## config.mk

```make
export PLATFORM = sky130hd
export DESIGN_NAME = ram_32x32
export DESIGN_NICKNAME = d
export VERILOG_FILES = /design/src/rtl/ram_pkg.sv /design/src/rtl/ram_32x32.sv
export SDC_FILE = /design/constraint.sdc
export NUM_CORES = 1
export LEC_CHECK = 0
export BUFFER_PORTS_ARGS = -buffer_cell sky130_fd_sc_hd__buf_2
export CAP_MARGIN = 20
export CORE_ASPECT_RATIO = 2
export CORE_MARGIN = 5
export CORE_UTILIZATION = 63
export CTS_CLUSTER_DIAMETER = 200
export CTS_CLUSTER_SIZE = 24
export DETAILED_ROUTE_END_ITERATION = 6
export GPL_TIMING_DRIVEN = 1
export PLACE_DENSITY_LB_ADDON = 0.15
export SLEW_MARGIN = 10
export SYNTH_ARGS = -nofsm -noshare
export SYNTH_HDL_FRONTEND = slang
export SYNTH_SLANG_ARGS = --single-unit
```

## constraint.sdc

```tcl
create_clock -name clk -period 2.2 [get_ports clk]
set_input_delay 0.11 -clock clk [delete_from_list [all_inputs] [get_ports clk]]
set_output_delay 0.11 -clock clk [all_outputs]
set_load 0.005 [all_outputs]
```

## src/rtl/ram_pkg.sv

```systemverilog
// Shared sizes and types for the 32x32 single-port data memory.
//   DATA_WIDTH : bits per word
//   ADDR_WIDTH : word address bits
//   DEPTH      : number of words (2**ADDR_WIDTH)
package ram_pkg;

  localparam int unsigned DATA_WIDTH = 32;
  localparam int unsigned ADDR_WIDTH = 5;
  localparam int unsigned DEPTH      = 32'(1) << ADDR_WIDTH;

  typedef logic [DATA_WIDTH-1:0] word_t;
  typedef logic [ADDR_WIDTH-1:0] addr_t;

endpackage : ram_pkg

```

## src/rtl/ram_32x32.sv

```systemverilog
// Single-port, word-addressed data memory (32 words x 32 bits) for the
// single-cycle datapath. One address serves both the read and the write.
//
// Ports:
//   clk       : system clock, all state changes on the rising edge
//   rst       : synchronous active-high reset, clears every word
//   readWrite : 1 = write dataIN to mem[address] on the next rising edge
//   dataIN    : write data
//   address   : word address 0..31
//   dataOUT   : read data, mem[address]
//
// Build option RAM_REGISTERED_READ_EN: when defined, dataOUT is a register
// loaded every edge with the pre-edge word (read-first, 1-cycle latency)
// and cleared by rst. When undefined, dataOUT is a combinational read.
module ram_32x32
  import ram_pkg::*;
(
  input  logic                  clk,
  input  logic                  rst,
  input  logic                  readWrite,
  input  logic [DATA_WIDTH-1:0] dataIN,
  input  logic [ADDR_WIDTH-1:0] address,
  output logic [DATA_WIDTH-1:0] dataOUT
);

  word_t mem [DEPTH];

  // Storage: reset wins over a simultaneous write.
  always_ff @(posedge clk) begin
    if (rst) begin
      for (int unsigned i = 0; i < DEPTH; i++) begin
        mem[i] <= '0;
      end
    end else if (readWrite) begin
      mem[address] <= dataIN;
    end
  end

`ifdef RAM_REGISTERED_READ_EN
  word_t readReg;

  // Read-first output register: samples the word as it was before the edge.
  always_ff @(posedge clk) begin
    if (rst) begin
      readReg <= '0;
    end else begin
      readReg <= mem[address];
    end
  end

  assign dataOUT = readReg;
`else
  // Same-cycle read; no write-to-read bypass.
  assign dataOUT = mem[address];
`endif

endmodule : ram_32x32

```

==> results of run 1 <==
## layout by cell type, fill, tap and decap left out, types with 8 or more instances in the layout
cell type / n
buf_6: 9
edfxtp_1: 1024
nor2_2: 25
nor4_2: 31
mux2i_1: 491
buf_4: 175
nand2_1: 23
o22ai_1: 224
o22ai_2: 31
or2_2: 32
buf_12: 51
and2_1: 1024
buf_2: 64
nor4_1: 28
nand2_2: 8
mux2i_2: 17
clkbuf_16: 50
## final timing paths
kind | from | end | slack (ns) | cells after the start
min | dataIN[7] | mem[26][7]$_SDFFCE_PN0P_ | 0.11 | 2
max | mem[3][19]$_SDFFCE_PN0P_ | dataOUT[19] | -0.08 | 5
## stage by stage
step	hold slack, ns	cells	setup WS (ns)	util	area (um^2)
finish	0.109	4293	-0.0756	0.695	51100
detailed placement	0.737	4239	-0.182	0.669	49200
global route	0.126	4291	-0.149	0.695	51100
global placement	0.711	4239	-0.172	0.669	49200
floorplan	0.308	3327	0.378	-	46600
CTS	0.0746	4290	-0.0400	0.690	50700
## power groups by stage
stage               Clock [mW]  Combinational [mW]  Sequential [mW]
floorplan                    0                1.73             23.1
global placement             0                3.08             23.1
detailed placement           0                3.14             23.2
CTS                       9.76                3.21             22.8
global route              10.5                3.51             22.8
finish                    9.74                3.35             22.8
## layer usage
metal | track usage | share of wire | vias to the layer above
met5 | 0 | 0.000096 | -
met2 | 0.573 | 0.54 | 1366
li1 | - | - | 12000
met4 | 0.163 | 0.060 | 2
met1 | 0.351 | 0.33 | 14000
met3 | 0.0342 | 0.067 | 432
## cell families (layout without fill, tap and decap cells)
logic type,Yosys count,after routing
other cells,0,2
flops,1024,1024
simple gates,1214,1214
mux,512,512
buf+inv,321,356
compound gates,256,256
## layout make-up
type	count	area, um^2	share of cell area
multi-input cells	1982	15000	0.294
clock buffers	49	1230	0.0240
well taps	929	1160	0.0227
flip-flops and latches	1024	30700	0.601
diodes	2	5.00	0.0000979
clock inverters	1	8.76	0.000171
repair buffers	306	2940	0.0575
## critical path, delay by kind of cell (launching register included)
| kind | cells | cell delay (ns) |
|---|---|---|
| simple gates | 2 | 0.62 |
| flops | 1 | 0.38 |
| mux | 1 | 0.24 |
| buf+inv | 1 | 0.17 |
| compound gates | 1 | 0.14 |
## timing repair
action	4_1_cts	5_1_grt
gates resized for setup	45	67
setup endpoints to repair	24	31
pin swaps	17	43
gates cloned	1	1
==> flow_summary.ini, run 1 <==
[floorplanning]
fp.dieH_um = 394
ioPinCount = 72
initial_core_util = 0.633
coreArea_um2 = 73600
die_area_um2 = 79800
num_rows = 141
die_width_um = 202

[sta]
setup_violations = 3
timing_worst_slew_pin_value_ns = 0.652
hold_viol = 0
drv_slew = 0
slew_headroom = 0.565
fin_crit_ns = 2.28
fmax_ghz = 0.439
rsz0062_at_grt = true
fin_crit_sh = 1.03
finalSetupTns_ns = -0.117
postLayoutSetupSlackWorst_ns = -0.0756

[critical_path]
criticalPathCategory = flip-flop to primary output
cpMaxStageDelayCell = nor4_4
cpPeakStageDelay_ns = 0.46
path_cells = mux2i_1 -> o22ai_2 -> nor4_4 -> nand2_1 -> buf_2
end_kind = primary output
path_max_fanout = 1
crit_path_start_kind = flip-flop
worstPathArrival_ns = 2.17
required_ns = 2.09

[flow_run]
cap_violations = 0

[layout]
reg_top3 = mem: 1024 flops
nets = 3402
largest_register_ffs = 1024
drive_gt1_frac = 0.158
nFillCells = 4926
areaGrowthSynthToFinish_pct = 9.81
regMostFlops = mem

[power_and_ir_drop]
total_power_mw = 35.8
pwr_density_cell_nw_per_um2 = 701
internal-power_mw = 27.7
p_comb_frac = 0.093
seqPwrFrac = 0.635
power.switching_mw = 8.14
netSwitchingFraction = 0.227
ir_drop_uv = 846
clkPwrFrac = 0.272
leakagePower_nw = 19.1

[synthesis]
synth_compound_area_frac = 0.0364
yosys-top-cells-count = and2_1, edfxtp_1, mux2i_1
netlist_instances = 3327
synth_top_family_by_area = simple AND/OR/NAND/NOR gates
synth_flop_cell = edfxtp_1
synth-simple-area-share = 0.162
netlist_area_um2 = 46600
yosysWarnings = 0
synth_top_cell_by_area = edfxtp_1
async_reset_ff_frac = 0
synth_cell_type_count = 32
synth.area.mux_share = 0.110
ys_seq_area_frac = 0.660
synth_xor_area_frac = 0
synth-adder-area-share = 0
ys_seq_elements = 1024
yosysTopAreaCellShare = 0.660
synthesis.nets = 3367
synth_area_leaders = edfxtp_1, and2_1, mux2i_1
syn_area_per_cell_um2 = 14.0
synth_edf_count = 1024

[clock_network]
htreeDepth = 2
cts_sinks = 1024
cts_setup_buffers = 0
cts_tree = built
clockBufferDepth = 3
hold_buffers = 0
clkTransAtPathRegs_ns = 0.10
numCtsBuffers = 48
cts-root-buf = clkbuf_16

[drt]
drt-vias-per-instance = 6.48
routed_wl_um = 126000
dr_total_vias = 27800
avgRoutedWirePerCell_um = 29.3
ant_nets = 0
drt_iter0_drc = 2456
drc_errors = 0
drt_first_pass_iters = 5

[global_routing]
globalRouteTotalUtil = 0.310
grt_pass1_wl_um = 183000
grt_overflow = 0
antenna_found_initial = 5
grt_pass1_vias = 29100
grt_max_degree = 47

[outcome]
failed_checks = setup timing
outcome = finished with violations

[place]
port_buffers = 71
hpwl_um = 82000
gp_congestion = 0.885

[min_path]
hold_path.class = primary input to flip-flop
Power figures use the tool's default switching activity.
==> run 2, diff against run 1 <==
--- a/config.mk
+++ b/config.mk
@@ -13,7 +13,7 @@
 export CTS_CLUSTER_DIAMETER = 200
 export CTS_CLUSTER_SIZE = 24
 export DETAILED_ROUTE_END_ITERATION = 6
-export GPL_TIMING_DRIVEN = 1
+export MAX_ROUTING_LAYER = met4
 export PLACE_DENSITY_LB_ADDON = 0.15
 export SLEW_MARGIN = 10
 export SYNTH_ARGS = -nofsm -noshare
==> flow_summary.ini, run 2 (synthesized netlist as in run 1, its figures left out) <==
[outcome]
outcome = finished with violations
failed_checks = setup timing

[sta]
postLayoutSetupSlackWorst_ns = -0.0475
fin_crit_sh = 1.02
hold_viol = 0
timing_worst_slew_pin_value_ns = 0.663
fmax_ghz = 0.445
setup_violations = 4
rsz0062_at_grt = true
slew_headroom = 0.558
drv_slew = 0
holdWs_ns = 0.106
fin_crit_ns = 2.25
finalSetupTns_ns = -0.114

[critical_path]
cpPeakStageDelay_ns = 0.43
criticalPathCategory = flip-flop to primary output
crit_path_start_kind = flip-flop
end_kind = primary output
cpMaxStageDelayCell = nor4_4
required_ns = 2.09
worstPathArrival_ns = 2.14
path_cells = mux2i_1 -> o22ai_2 -> nor4_4 -> nand2_1 -> buf_2
path_max_fanout = 1

[layout]
largest_register_ffs = 1024
layout_common_cells = and2_1, edfxtp_1, mux2i_1, o22ai_1, buf_4
final_util = 0.695
stdcell_area_um2 = 51100
drive_gt1_frac = 0.158
reg_top3 = mem: 1024 flops
nets = 3402
areaGrowthSynthToFinish_pct = 9.80
regMostFlops = mem
nFillCells = 4928

[drt]
drc_errors = 0
drt_iter0_drc = 2579
drt_first_pass_iters = 6
drt-vias-per-instance = 6.48
routed_wl_um = 125000
avgRoutedWirePerCell_um = 29.2
dr_total_vias = 27800
ant_nets = 0

[place]
port_buffers = 71
place_area_um2 = 49200
place_ws_ns = -0.182
gp_congestion = 0.901
hpwl_um = 82000

[floorplanning]
initial_core_util = 0.633
coreArea_um2 = 73600
die_width_um = 202
fp.dieH_um = 394
ioPinCount = 72
die_area_um2 = 79800
num_rows = 141

[min_path]
hold_start = dataIN[11]
hold_depth = 2
hold_path.class = primary input to flip-flop
holdPathEnd = mem[29][11]$_SDFFCE_PN0P_

[power_and_ir_drop]
pwr_density_cell_nw_per_um2 = 701
leakagePower_nw = 19.1
ir_drop_uv = 846

[clock_network]
cts-root-buf = clkbuf_16
cts_tree = built
clockBufferDepth = 3
clkTransAtPathRegs_ns = 0.10
hold_buffers = 0
cts_sinks = 1024
htreeDepth = 2
numCtsBuffers = 48

[global_routing]
grt_pass1_vias = 29100
grt_max_degree = 47
antenna_found_initial = 6
grt_pass1_wl_um = 183000
grt_overflow = 0
globalRouteTotalUtil = 0.319

[flow_run]
cap_violations = 0
run 2: per-stage QoR:
stage	power, mW	std cells
global placement	26.2	4239
CTS	35.7	4290
global route	36.8	4294
detailed placement	26.3	4239
floorplan	24.8	3327
finish	35.8	4295
run 2: report_power, final:
group | internal, mW | switching [mW]
combinational | 1.26 | 2.09
sequential | 22.4 | 0.309
clock | 3.99 | 5.73
run 2: cell type report:
cell class	count	area, um^2	area share
antenna	4	10.0	0.000196
clock buffer	49	1230	0.0240
clock inverter	1	8.76	0.000171
multi-input combinational	1982	15000	0.294
sequential	1024	30700	0.601
tap	929	1160	0.0227
timing repair buffer	306	2930	0.0573
run 2: what timing repair did:
action / 4_1_cts / 5_1_grt
resized for setup: 45 / 65
cloned: 1 / 1
buffers inserted: 0 / 0
pin swaps: 17 / 43
endpoints found under the setup margin: 24 / 31
run 2: how the worst max path moves through the flow:
stage | startpoint | end | slack [ns]
2_1_floorplan | address[0] | mem[27][0]$_SDFFCE_PN0P_ | 0.38
3_3_place_gp | address[2] | dataOUT[19] | -0.17
3_5_place_dp | address[2] | dataOUT[19] | -0.18
4_1_cts | mem[26][19]$_SDFFCE_PN0P_ | dataOUT[19] | -0.04
5_1_grt | mem[3][19]$_SDFFCE_PN0P_ | dataOUT[19] | -0.15
6_report | mem[3][19]$_SDFFCE_PN0P_ | dataOUT[19] | -0.05
run 2: worst max-delay path, delay by kind of cell (launching register included):
kind / cells / cell delay [ns]
compound gates: 1 / 0.14
buf+inv: 1 / 0.16
flops: 1 / 0.38
mux: 1 / 0.25
simple gates: 2 / 0.59
run 2: metal layers:
metal | GRT usage | share of wire | up-vias
li1 | - | - | 12000
met1 | 0.352 | 0.34 | 14100
met2 | 0.574 | 0.55 | 1334
met3 | 0.0323 | 0.064 | 385
met4 | 0.160 | 0.055 | 0
met5 | - | 0 | -
==> run 3, diff against run 2 <==
--- a/config.mk
+++ b/config.mk
@@ -15,6 +15,7 @@
 export DETAILED_ROUTE_END_ITERATION = 6
 export MAX_ROUTING_LAYER = met4
 export PLACE_DENSITY_LB_ADDON = 0.15
+export RECOVER_POWER = 100
 export SLEW_MARGIN = 10
 export SYNTH_ARGS = -nofsm -noshare
 export SYNTH_HDL_FRONTEND = slang
==> flow_summary.ini, run 3 (synthesized netlist as in run 1, its figures left out) <==
[floorplanning]
ioPinCount = 72
initial_core_util = 0.633
fp.dieH_um = 394
die_area_um2 = 79800
die_width_um = 202
num_rows = 141
coreArea_um2 = 73600

[layout]
largest_register_ffs = 1024
stdcell_area_um2 = 50900
reg_top3 = mem: 1024 flops
drive_gt1_frac = 0.146
regMostFlops = mem
nets = 3402
areaGrowthSynthToFinish_pct = 9.28
nFillCells = 4980
layout_common_cells = edfxtp_1, and2_1, mux2i_1, o22ai_1, buf_4
final_util = 0.692
layout_commonest_cell = edfxtp_1
stdcell_count = 4295

[clock_network]
htreeDepth = 2
hold_buffers = 0
cts-root-buf = clkbuf_16
numCtsBuffers = 48
cts_sinks = 1024
clkTransAtPathRegs_ns = 0.10
cts_tree = built
clockBufferDepth = 3

[place]
place_area_um2 = 49200
placed_cells = 4239
port_buffers = 71
gp_congestion = 0.901
hpwl_um = 82000

[outcome]
failed_checks = setup timing
outcome = finished with violations

[critical_path]
end_kind = primary output
required_ns = 2.09
critPathCapture = dataOUT[19]
path_max_fanout = 1
crit_path_start_kind = flip-flop
worstPathArrival_ns = 2.14
crit_start = mem[3][19]$_SDFFCE_PN0P_
criticalPathCategory = flip-flop to primary output

[global_routing]
globalRouteTotalUtil = 0.319
antenna_found_initial = 6
grt_overflow = 0
grt_pass1_vias = 29100
grt_max_degree = 47
grt_pass1_wl_um = 183000

[sta]
timing_worst_slew_pin_value_ns = 1.43
postLayoutSetupSlackWorst_ns = -0.0542
hold_viol = 0
fin_crit_ns = 2.25
fin_crit_sh = 1.02
finalSetupTns_ns = -0.162
rsz0062_at_grt = true
slew_headroom = 0.0491
drv_slew = 0
fmax_ghz = 0.444
setup_violations = 6

[power_and_ir_drop]
pwr_density_cell_nw_per_um2 = 704
leakagePower_nw = 18.9
total_power_mw = 35.8
ir_drop_uv = 843

[drt]
drt_iter0_drc = 2752
drc_errors = 0
drt_first_pass_iters = 5
routed_wl_um = 126000
drt-vias-per-instance = 6.49
avgRoutedWirePerCell_um = 29.3
ant_nets = 0
dr_total_vias = 27900

[min_path]
hold_path.class = primary input to flip-flop
hold_start = dataIN[7]

[flow_run]
cap_violations = 0
run 3: worst max-delay path, cell delays in order, from the launching register on:
cell and delay, ns:
edfxtp_1 0.38, mux2i_1 0.24, o22ai_2 0.14, nor4_4 0.43
nand2_1 0.16, buf_2 0.16
run 3: how the worst min path moves through the flow:
stage | end | cells after the start | slack [ns]
2_1_floorplan | mem[0][31]$_SDFFCE_PN0P_ | 1 | 0.31
3_3_place_gp | mem[27][11]$_SDFFCE_PN0P_ | 2 | 0.71
3_5_place_dp | mem[27][11]$_SDFFCE_PN0P_ | 2 | 0.74
4_1_cts | mem[31][11]$_SDFFCE_PN0P_ | 2 | 0.07
5_1_grt | mem[16][11]$_SDFFCE_PN0P_ | 2 | 0.13
6_report | mem[3][7]$_SDFFCE_PN0P_ | 2 | 0.10
run 3: per-layer routing:
layer	up-vias	track usage	routed length, um
met5	-	-	0
met3	408	0.0323	8160
li1	12100	-	-
met4	0	0.160	7150
met1	14000	0.352	42100
met2	1380	0.574	68200
run 3: final cells by class:
class	instances	area, um^2	share of cell area
diodes	4	10.0	0.000197
repair buffers	306	2750	0.0540
well taps	929	1160	0.0228
multi-input cells	1982	15000	0.294
flip-flops and latches	1024	30700	0.604
clock buffers	49	1230	0.0241
clock inverters	1	8.76	0.000172
run 3: per-stage QoR:
| step | hold slack, ns | setup WS [ns] |
|---|---|---|
| after floorplan | 0.308 | 0.378 |
| after global placement | 0.711 | -0.172 |
| after detailed placement | 0.737 | -0.182 |
| after CTS | 0.0746 | -0.0400 |
| after global routing | 0.128 | -0.148 |
| final | 0.103 | -0.0542 |
run 3: power breakdown:
part	switching (mW)	leakage (nW)	total (mW)	internal (mW)
sequential	0.309	9.74	22.8	22.4
clock	5.74	0.608	9.73	3.99
combinational	2.08	8.55	3.32	1.23
total	8.13	18.9	35.8	27.7
run 3: repair_timing:
action | 4_1_cts | 5_1_grt
buffers inserted | 0 | 0
endpoints found under the setup margin | 24 | 31
pin swaps | 17 | 43
gates cloned | 1 | 1
resized for setup | 45 | 65
